**src/rtl/uart_rx_os.sv**
```systemverilog
// rtl/uart_rx_os.sv - oversampled 8N1 UART receiver with valid/ready output.
// Optional even-parity check: define UART_RX_PARITY_CHECK_EN.
`timescale 1ns/1ps
module uart_rx_os #(
    parameter int CLK_FREQ   = 1000000,
    parameter int BAUD_RATE  = 9600,
    parameter int OVERSAMPLE = 16
) (
    input  logic       clk,
    input  logic       rst,
    input  logic       rx,
    input  logic       rx_ready,
    output logic       rx_valid,
    output logic [7:0] rx_data,
    output logic       frame_err,
    output logic       overrun,
    output logic       parity_err
);
    localparam int DIV_RAW = CLK_FREQ / (BAUD_RATE * OVERSAMPLE);
    localparam int DIV     = (DIV_RAW < 1) ? 1 : DIV_RAW;
    localparam int TW      = (DIV > 1) ? $clog2(DIV) : 1;
    localparam int SW      = $clog2(OVERSAMPLE);

    typedef enum logic [2:0] {
        S_IDLE    = 3'd0,
        S_START   = 3'd1,
        S_DATA    = 3'd2,
`ifdef UART_RX_PARITY_CHECK_EN
        S_PARITY  = 3'd3,
`endif
        S_STOP    = 3'd4,
        S_WAIT_HI = 3'd5
    } state_t;

    state_t          r_state;
    state_t          w_state_next;
    logic [TW-1:0]   r_tick_cnt;
    logic            w_tick;
    logic            r_rx_meta;
    logic            r_rx_s;
    logic [SW-1:0]   r_sc;
    logic [2:0]      r_bc;
    logic [7:0]      r_shift;
    logic            r_valid;
    logic [7:0]      r_data;
    logic            r_frame_err;
    logic            r_overrun;
    logic            w_sc_half;
    logic            w_sc_full;
    logic            w_sc_clr;
    logic            w_sc_inc;
    logic            w_bc_clr;
    logic            w_bc_inc;
    logic            w_shift;
    logic            w_complete;
    logic            w_ferr;
    logic            w_load;
`ifdef UART_RX_PARITY_CHECK_EN
    logic            w_par_smp;
    logic            r_par_bit;
    logic            r_parity_err;
`endif

    assign w_tick    = (r_tick_cnt == TW'(DIV - 1));
    assign w_sc_half = (r_sc == SW'(OVERSAMPLE / 2 - 1));
    assign w_sc_full = (r_sc == SW'(OVERSAMPLE - 1));

    always_ff @(posedge clk) begin
        if (rst || w_tick) r_tick_cnt <= '0;
        else               r_tick_cnt <= r_tick_cnt + TW'(1);
    end

    always_ff @(posedge clk) begin
        if (rst) begin
            r_rx_meta <= 1'b1;
            r_rx_s    <= 1'b1;
        end else begin
            r_rx_meta <= rx;
            r_rx_s    <= r_rx_meta;
        end
    end

    always_ff @(posedge clk) begin
        if (rst) r_state <= S_IDLE;
        else     r_state <= w_state_next;
    end

    always_comb begin
        w_state_next = r_state;
        w_sc_clr     = 1'b0;
        w_sc_inc     = 1'b0;
        w_bc_clr     = 1'b0;
        w_bc_inc     = 1'b0;
        w_shift      = 1'b0;
        w_complete   = 1'b0;
        w_ferr       = 1'b0;
`ifdef UART_RX_PARITY_CHECK_EN
        w_par_smp    = 1'b0;
`endif
        case (r_state)
            S_IDLE: begin
                if (!r_rx_s) begin
                    w_sc_clr     = 1'b1;
                    w_state_next = S_START;
                end
            end
            // Half-bit check rejects glitches and centres all later samples.
            S_START: begin
                if (w_tick) begin
                    if (w_sc_half) begin
                        if (!r_rx_s) begin
                            w_sc_clr     = 1'b1;
                            w_bc_clr     = 1'b1;
                            w_state_next = S_DATA;
                        end else begin
                            w_state_next = S_IDLE;
                        end
                    end else begin
                        w_sc_inc = 1'b1;
                    end
                end
            end
            S_DATA: begin
                if (w_tick) begin
                    if (w_sc_full) begin
                        w_shift  = 1'b1;
                        w_sc_clr = 1'b1;
                        if (r_bc == 3'd7) begin
`ifdef UART_RX_PARITY_CHECK_EN
                            w_state_next = S_PARITY;
`else
                            w_state_next = S_STOP;
`endif
                        end else begin
                            w_bc_inc = 1'b1;
                        end
                    end else begin
                        w_sc_inc = 1'b1;
                    end
                end
            end
`ifdef UART_RX_PARITY_CHECK_EN
            S_PARITY: begin
                if (w_tick) begin
                    if (w_sc_full) begin
                        w_par_smp    = 1'b1;
                        w_sc_clr     = 1'b1;
                        w_state_next = S_STOP;
                    end else begin
                        w_sc_inc = 1'b1;
                    end
                end
            end
`endif
            S_STOP: begin
                if (w_tick) begin
                    if (w_sc_full) begin
                        w_sc_clr = 1'b1;
                        if (r_rx_s) begin
                            w_complete   = 1'b1;
                            w_state_next = S_IDLE;
                        end else begin
                            w_ferr       = 1'b1;
                            w_state_next = S_WAIT_HI;
                        end
                    end else begin
                        w_sc_inc = 1'b1;
                    end
                end
            end
            // A held-low line (break) must return high before a new frame.
            S_WAIT_HI: begin
                if (r_rx_s) w_state_next = S_IDLE;
            end
            default: w_state_next = S_IDLE;
        endcase
    end

    always_ff @(posedge clk) begin
        if (rst) begin
            r_sc    <= '0;
            r_bc    <= '0;
            r_shift <= '0;
        end else begin
            if (w_sc_clr)      r_sc <= '0;
            else if (w_sc_inc) r_sc <= r_sc + SW'(1);
            if (w_bc_clr)      r_bc <= '0;
            else if (w_bc_inc) r_bc <= r_bc + 3'd1;
            if (w_shift)       r_shift <= {r_rx_s, r_shift[7:1]};
        end
    end

    assign w_load = w_complete && (!r_valid || rx_ready);

    always_ff @(posedge clk) begin
        if (rst) begin
            r_valid     <= 1'b0;
            r_data      <= '0;
            r_frame_err <= 1'b0;
            r_overrun   <= 1'b0;
        end else begin
            r_frame_err <= w_ferr;
            r_overrun   <= w_complete && r_valid && !rx_ready;
            if (w_load) begin
                r_data  <= r_shift;
                r_valid <= 1'b1;
            end else if (!w_complete && r_valid && rx_ready) begin
                r_valid <= 1'b0;
            end
        end
    end

`ifdef UART_RX_PARITY_CHECK_EN
    always_ff @(posedge clk) begin
        if (rst) begin
            r_par_bit    <= 1'b0;
            r_parity_err <= 1'b0;
        end else begin
            if (w_par_smp) r_par_bit <= r_rx_s;
            r_parity_err <= w_load && (^{r_shift, r_par_bit});
        end
    end
    assign parity_err = r_parity_err;
`else
    assign parity_err = 1'b0;
`endif

    assign rx_valid  = r_valid;
    assign rx_data   = r_data;
    assign frame_err = r_frame_err;
    assign overrun   = r_overrun;
endmodule

```
**config.mk**
```make
export PLATFORM = sky130hd
export DESIGN_NAME = uart_rx_os
export DESIGN_NICKNAME = d
export VERILOG_FILES = /design/src/rtl/uart_rx_os.sv
export SDC_FILE = /design/constraint.sdc
export NUM_CORES = 1
export LEC_CHECK = 0
export CORE_ASPECT_RATIO = 0.9
export CORE_UTILIZATION = 54
export DETAILED_ROUTE_END_ITERATION = 10
export PLACE_DENSITY = 0.8
export SLEW_MARGIN = 20
export SYNTH_ARGS = -nofsm -noshare
export SYNTH_HDL_FRONTEND = slang
export SYNTH_SLANG_ARGS = --single-unit
```
**constraint.sdc**
```tcl
create_clock -name clk -period 2.4 [get_ports clk]
set_clock_uncertainty 0.05 [all_clocks]
set_input_delay 0.48 -clock clk [delete_from_list [all_inputs] [get_ports clk]]
set_output_delay 0.48 -clock clk [all_outputs]
set_load 0.02 [all_outputs]
```
## Word level (Yosys, flattened, before mapping)

Index checks and enable logic that the tools add are counted.

- Reductions and logical operators: 17
- Bitwise gates (word level): 3
- Eq/ne operators: 17
- Add/subtract/negate cells: 3
- Mux-type cells: 35

Operators with widths:

| operator | number |
|---|---|
| two-way mux 3 bit | 10 |
| two-way mux 1 bit | 21 |
| != test 2 bit (second input constant) | 9 |
| one-hot mux 3 bit (5 select lines) | 1 |
| == test 3 bit (second input constant) | 4 |
| AND reduction 9 bit | 1 |
| adder 3 x 1 -> 3 bit (second input constant) | 2 |
| OR reduction 2 bit | 3 |
| logical AND 1 bit | 5 |
| adder 4 x 1 -> 4 bit (second input constant) | 1 |
| == test 4 x 3 -> 1 bit (second input constant) | 1 |
| == test 4 bit (second input constant) | 1 |
| OR reduction 4 bit | 1 |
| == test 3 x 1 -> 1 bit (second input constant) | 1 |
| == test 3 x 2 -> 1 bit (second input constant) | 1 |
| zero test 1 bit | 3 |
| zero test 3 bit | 1 |
| inverter 1 bit | 3 |
| one-hot mux 1 bit (3 select lines) | 1 |
| logical OR 1 bit | 2 |
| two-way mux 2 bit | 1 |
| one-hot mux 1 bit (2 select lines) | 1 |
| nonzero test 2 bit | 1 |

- Register bits: 34
- Output and inout port bits: 12
- Logic and storage cells: 86
- Input port bits: 4

## Depth between registers and ports, before layout

- Depth in word-level cells: 9
- Depth in mapped cells: 8
- Depth with buffers taken out: 7

## Worst setup path before layout

No wires, ideal clock.

- Path type: reg2reg
- Start: register r_sc[0]
- End: register r_data[0] (netlist: rx_data[0])
- Slack: 756 ps
- Period minus slack after synthesis: 1,644 ps
- Cell stages (with the launch flop): 7
- Library setup time: 128 ps
- Buffers on the path: 0
- Arrival time: 1,466 ps
- Data required time: 2,222 ps
- Cells stage by stage: dfxtp_1 -> ha_1 -> and4_1 -> and3_2 -> nand4_2 -> mux2i_1 -> nor2_1

- Cells in the longest elaborated chain, start to end: 5

RTL lines:

| what | line | text |
|---|---|---|
| start, declared | 41 | `logic [SW-1:0] r_sc;` |
| start signal, assigned | 186 | `else if (w_sc_inc) r_sc <= r_sc + SW'(1);` |
| == test 4 bit | 66 | `assign w_sc_full = (r_sc == SW'(OVERSAMPLE - 1));` |
| two-way mux 1 bit | 157 | `if (w_sc_full) begin` |
| two-way mux 1 bit | 156 | `if (w_tick) begin` |
| two-way mux 1 bit | 100 | `case (r_state)` |
| logical AND 1 bit | 193 | `assign w_load = w_complete && (!r_valid \|\| rx_ready);` |
| end signal, assigned | 205 | `r_data <= r_shift;` |
| end, declared | 45 | `logic [7:0] r_data;` |

Every way passes these cells.
A chain may end at the register's enable or synchronous reset.

## Worst setup path in the final report

- Start: register r_tick_cnt[0]
- End: register r_data[7] (netlist: rx_data[7])

- Cells in the longest elaborated chain, start to end: 4

RTL lines:

| what | line | text |
|---|---|---|
| start, declared | 37 | `logic [TW-1:0] r_tick_cnt;` |
| start signal, assigned | 70 | `else r_tick_cnt <= r_tick_cnt + TW'(1);` |
| == test 3 bit | 64 | `assign w_tick = (r_tick_cnt == TW'(DIV - 1));` |
| two-way mux 1 bit | 156 |  |
| two-way mux 1 bit | 100 |  |
| logical AND 1 bit | 193 |  |

Every way passes these cells.

==> flow_metrics.tcl <==
set metrics [dict create \
    status "complete, no violations" \
    hold_viol_final 0 \
    synth_top_family_by_area "simple AND/OR/NAND/NOR gates" \
    drive_gt1_share_pct 10.40 \
    vias 1160 \
    crit_path_end_kind "flip-flop" \
    grt_max_degree 15 \
    clock_latency_ns 0.33 \
    fin_crit_sh_pct 78.58 \
    syn_inst 157 \
    cts_buffer_depth 2 \
    cts_tree "yes" \
    hpwl_microns 1985 \
    synth_async_sr_flop_share_pct 0 \
    p_leak_nw 0.7220 \
    nets 181 \
    mostFrequentLayoutCell "dfxtp_1" \
    critPathMaxFanout 8 \
    p_sw_w 0.0002571 \
    yosysWarnings 0 \
    rsz0062_at_grt "no" \
    netlist_area_sq_um 1478 \
    layout_common_cells "34 x dfxtp_1, 24 x nor2_1, 19 x mux2i_1, 14 x clkdlybuf4s50_1, 13 x nor3_1" \
    htreeDepth 2 \
    timing.fmax_mhz 530.3 \
    path_clk_slew_ns 0.09 \
    synth_cell_type_count 35 \
    n_fill_cell 209 \
    cellPowerDensity_nw_per_um2 602.2 \
    cts_resized 0 \
    cts_setup_buffers 0 \
    holdPathStages 1 \
    synth_xor_area_share_pct 3.556 \
    synth_area_per_cell_sq_um 9.412 \
    cp-start-kind "flip-flop" \
    pwr-share-seq_pct 58.3 \
    grt.total_usage_pct 20.66 \
    drt_first_iter_violations 44 \
    path_cells "ha_1, and4_1, and3_2, nand4_2, mux2i_1, nor2_1" \
    arrival_ns 2.06 \
    cts-root-buf "clkbuf_4" \
    synth_edf_count 0 \
    overflow 0 \
    synth_seq_area_share_pct 46.06 \
    sw_frac_of_total_pct 25.25 \
    synth_fa_ha_area_share_pct 4.234 \
    cts_buffers 5 \
    grt_pass1_vias 1046 \
    rr_worst_depth 6 \
    die_h_microns 51.63 \
    wl_microns 2715 \
    p_int_w 0.0007608 \
    placed_area_sq_um 1630 \
    fp.dieArea_sq_um 2950 \
    gp_congestion 0.8350 \
    synth-seq-cells 34 \
    cts_sinks 34 \
    slew_viol_final 0 \
    synth_simple_gate_area_share_pct 22.52 \
    grt_pass1_wl_microns 4526 \
    yosys-mux-area-fraction_pct 12.87 \
    path_depth 6 \
    dr.pass1.iters 4 \
    final_cell_area_sq_um 1690 \
    area_delta_synth_final_pct 14.39 \
    fp.dieW_microns 57.14 \
    synth_ff_type "dfxtp_1" \
    setup_violations 0 \
    cap_violations 0 \
    ir_drop_v 0.0004090 \
    antenna_cells 0 \
    ant_nets 0 \
    slowest_delay_ns 0.38 \
    io-pin-count 16 \
    critPathTopFamily "simple AND/OR/NAND/NOR gates" \
    cp_slowest_cell "dfxtp_1" \
    post-route-min-period_ns 1.886 \
    combPwrFrac_pct 10.2 \
    timing.critical_path.buf_inv 0 \
    worstSetupPathType "reg -> reg" \
    io_buffers 14 \
    core_area_sq_um 2531 \
    drc 0 \
    worstPathRequired_ns 2.58 \
    avgRoutedWirePerCell_microns 13.51 \
    synth-compound-area-share_pct 6.435 \
    postCtsHoldBufs 0 \
    rows 17 \
    fin_tns_setup_ns 0 \
    antenna_found_initial 0 \
    vias_per_cell 5.771 \
    synth_nets 166 \
    hold_class "reg -> reg" \
    start_util_pct 58.38 \
    p_clk_share_pct 31.5 \
]
cell families (layout without fill, tap and decap cells):
| family | count (synthesis) | count (layout) |
|---|---|---|
| AO/OA/AOI/OAI | 13 | 13 |
| XOR/XNOR | 6 | 6 |
| adder cells (fa/ha/maj) | 5 | 5 |
| buffers and inverters | 13 | 29 |
| flip-flops | 34 | 34 |
| multiplexers | 19 | 19 |
| other | 1 | 1 |
| AND/OR/NAND/NOR | 66 | 66 |
worst register-to-register path, stage by stage (launching register included):
cell and delay, ns:
dfxtp_1 0.38, ha_1 0.22, and4_1 0.25, and3_2 0.23, nand4_2 0.33, mux2i_1 0.28
nor2_1 0.06
flip-flops by register name (all words and copies together) (netlist names):
register,count
frame_err,1
r_sc,4
rx_data,8
r_shift,8
r_rx_s,1
r_tick_cnt,3
r_bc,3
overrun,1
rx_valid,1
r_rx_meta,1
r_state,3
power groups by stage:
stage / Combinational [W] / Sequential [W] / Clock (W)
after floorplan: 0.0000944 / 0.000592 / 0
after global placement: 0.0000945 / 0.000604 / 0
after detailed placement: 0.000101 / 0.000606 / 0
after CTS: 0.000101 / 0.000593 / 0.000332
after global routing: 0.000113 / 0.000596 / 0.000350
final: 0.000103 / 0.000593 / 0.000321
per-layer routing:
layer / vias up / global-route usage (%) / share of wire, %
met5: - / 0 / 0
met4: 0 / 12.20 / 2.2
met3: 8 / 5.224 / 4.8
met2: 35 / 33.33 / 45
met1: 539 / 25.08 / 47
li1: 578 / - / -
area by class of cell:
class,instances,area (sq um),area share (%)
tap,28,35.03,2.073
multi-input combinational,110,737.0,43.60
sequential,34,680.7,40.27
inverter,4,15.01,0.8882
clock buffer,7,55.05,3.257
clock inverter,1,5.005,0.2961
timing repair buffer,17,162.7,9.623
synth_stat cells (all sizes together) (2+ instances only):
cell type  instances  area (sq um)
a21oi              2         10.01
buf                5         30.02
clkbuf             4         15.01
dfxtp             34         680.7
ha                 5         62.56
inv                4         15.01
mux2i             19         190.2
nand2              7         26.28
nand3              4         20.02
nand4              3         25.02
nor2              26         102.6
nor3              13         65.06
nor4               2         12.51
o211ai             4         35.03
o21ai              3         15.01
or2                2         12.51
or3                2         17.52
xnor2              6         52.55
final timing paths:
kind / from / to / slack [ns]
hold reg to reg: r_rx_meta$_SDFF_PP1_ / r_rx_s$_SDFF_PP1_ / 0.37
setup / recovery: r_tick_cnt[0]$_SDFF_PP0_ / rx_data[7]$_SDFFE_PP0P_ / 0.51
setup reg to reg: r_tick_cnt[0]$_SDFF_PP0_ / rx_data[7]$_SDFFE_PP0P_ / 0.51
hold / removal: r_rx_meta$_SDFF_PP1_ / r_rx_s$_SDFF_PP1_ / 0.37
through the flow:
step / hold slack, ns / power, W / setup slack (ns) / util, % / instances
floorplan: 0.3395 / 0.0006860 / 0.7564 / - / 157
global placement: 0.3433 / 0.0006986 / 0.5386 / 64.41 / 193
detailed placement: 0.3568 / 0.0007066 / 0.4641 / 64.41 / 193
CTS: 0.3814 / 0.001026 / 0.5074 / 66.78 / 201
global route: 0.3994 / 0.001058 / 0.3494 / 66.78 / 201
finish: 0.3749 / 0.001018 / 0.5141 / 66.78 / 201
Power figures use the tool's default switching activity.
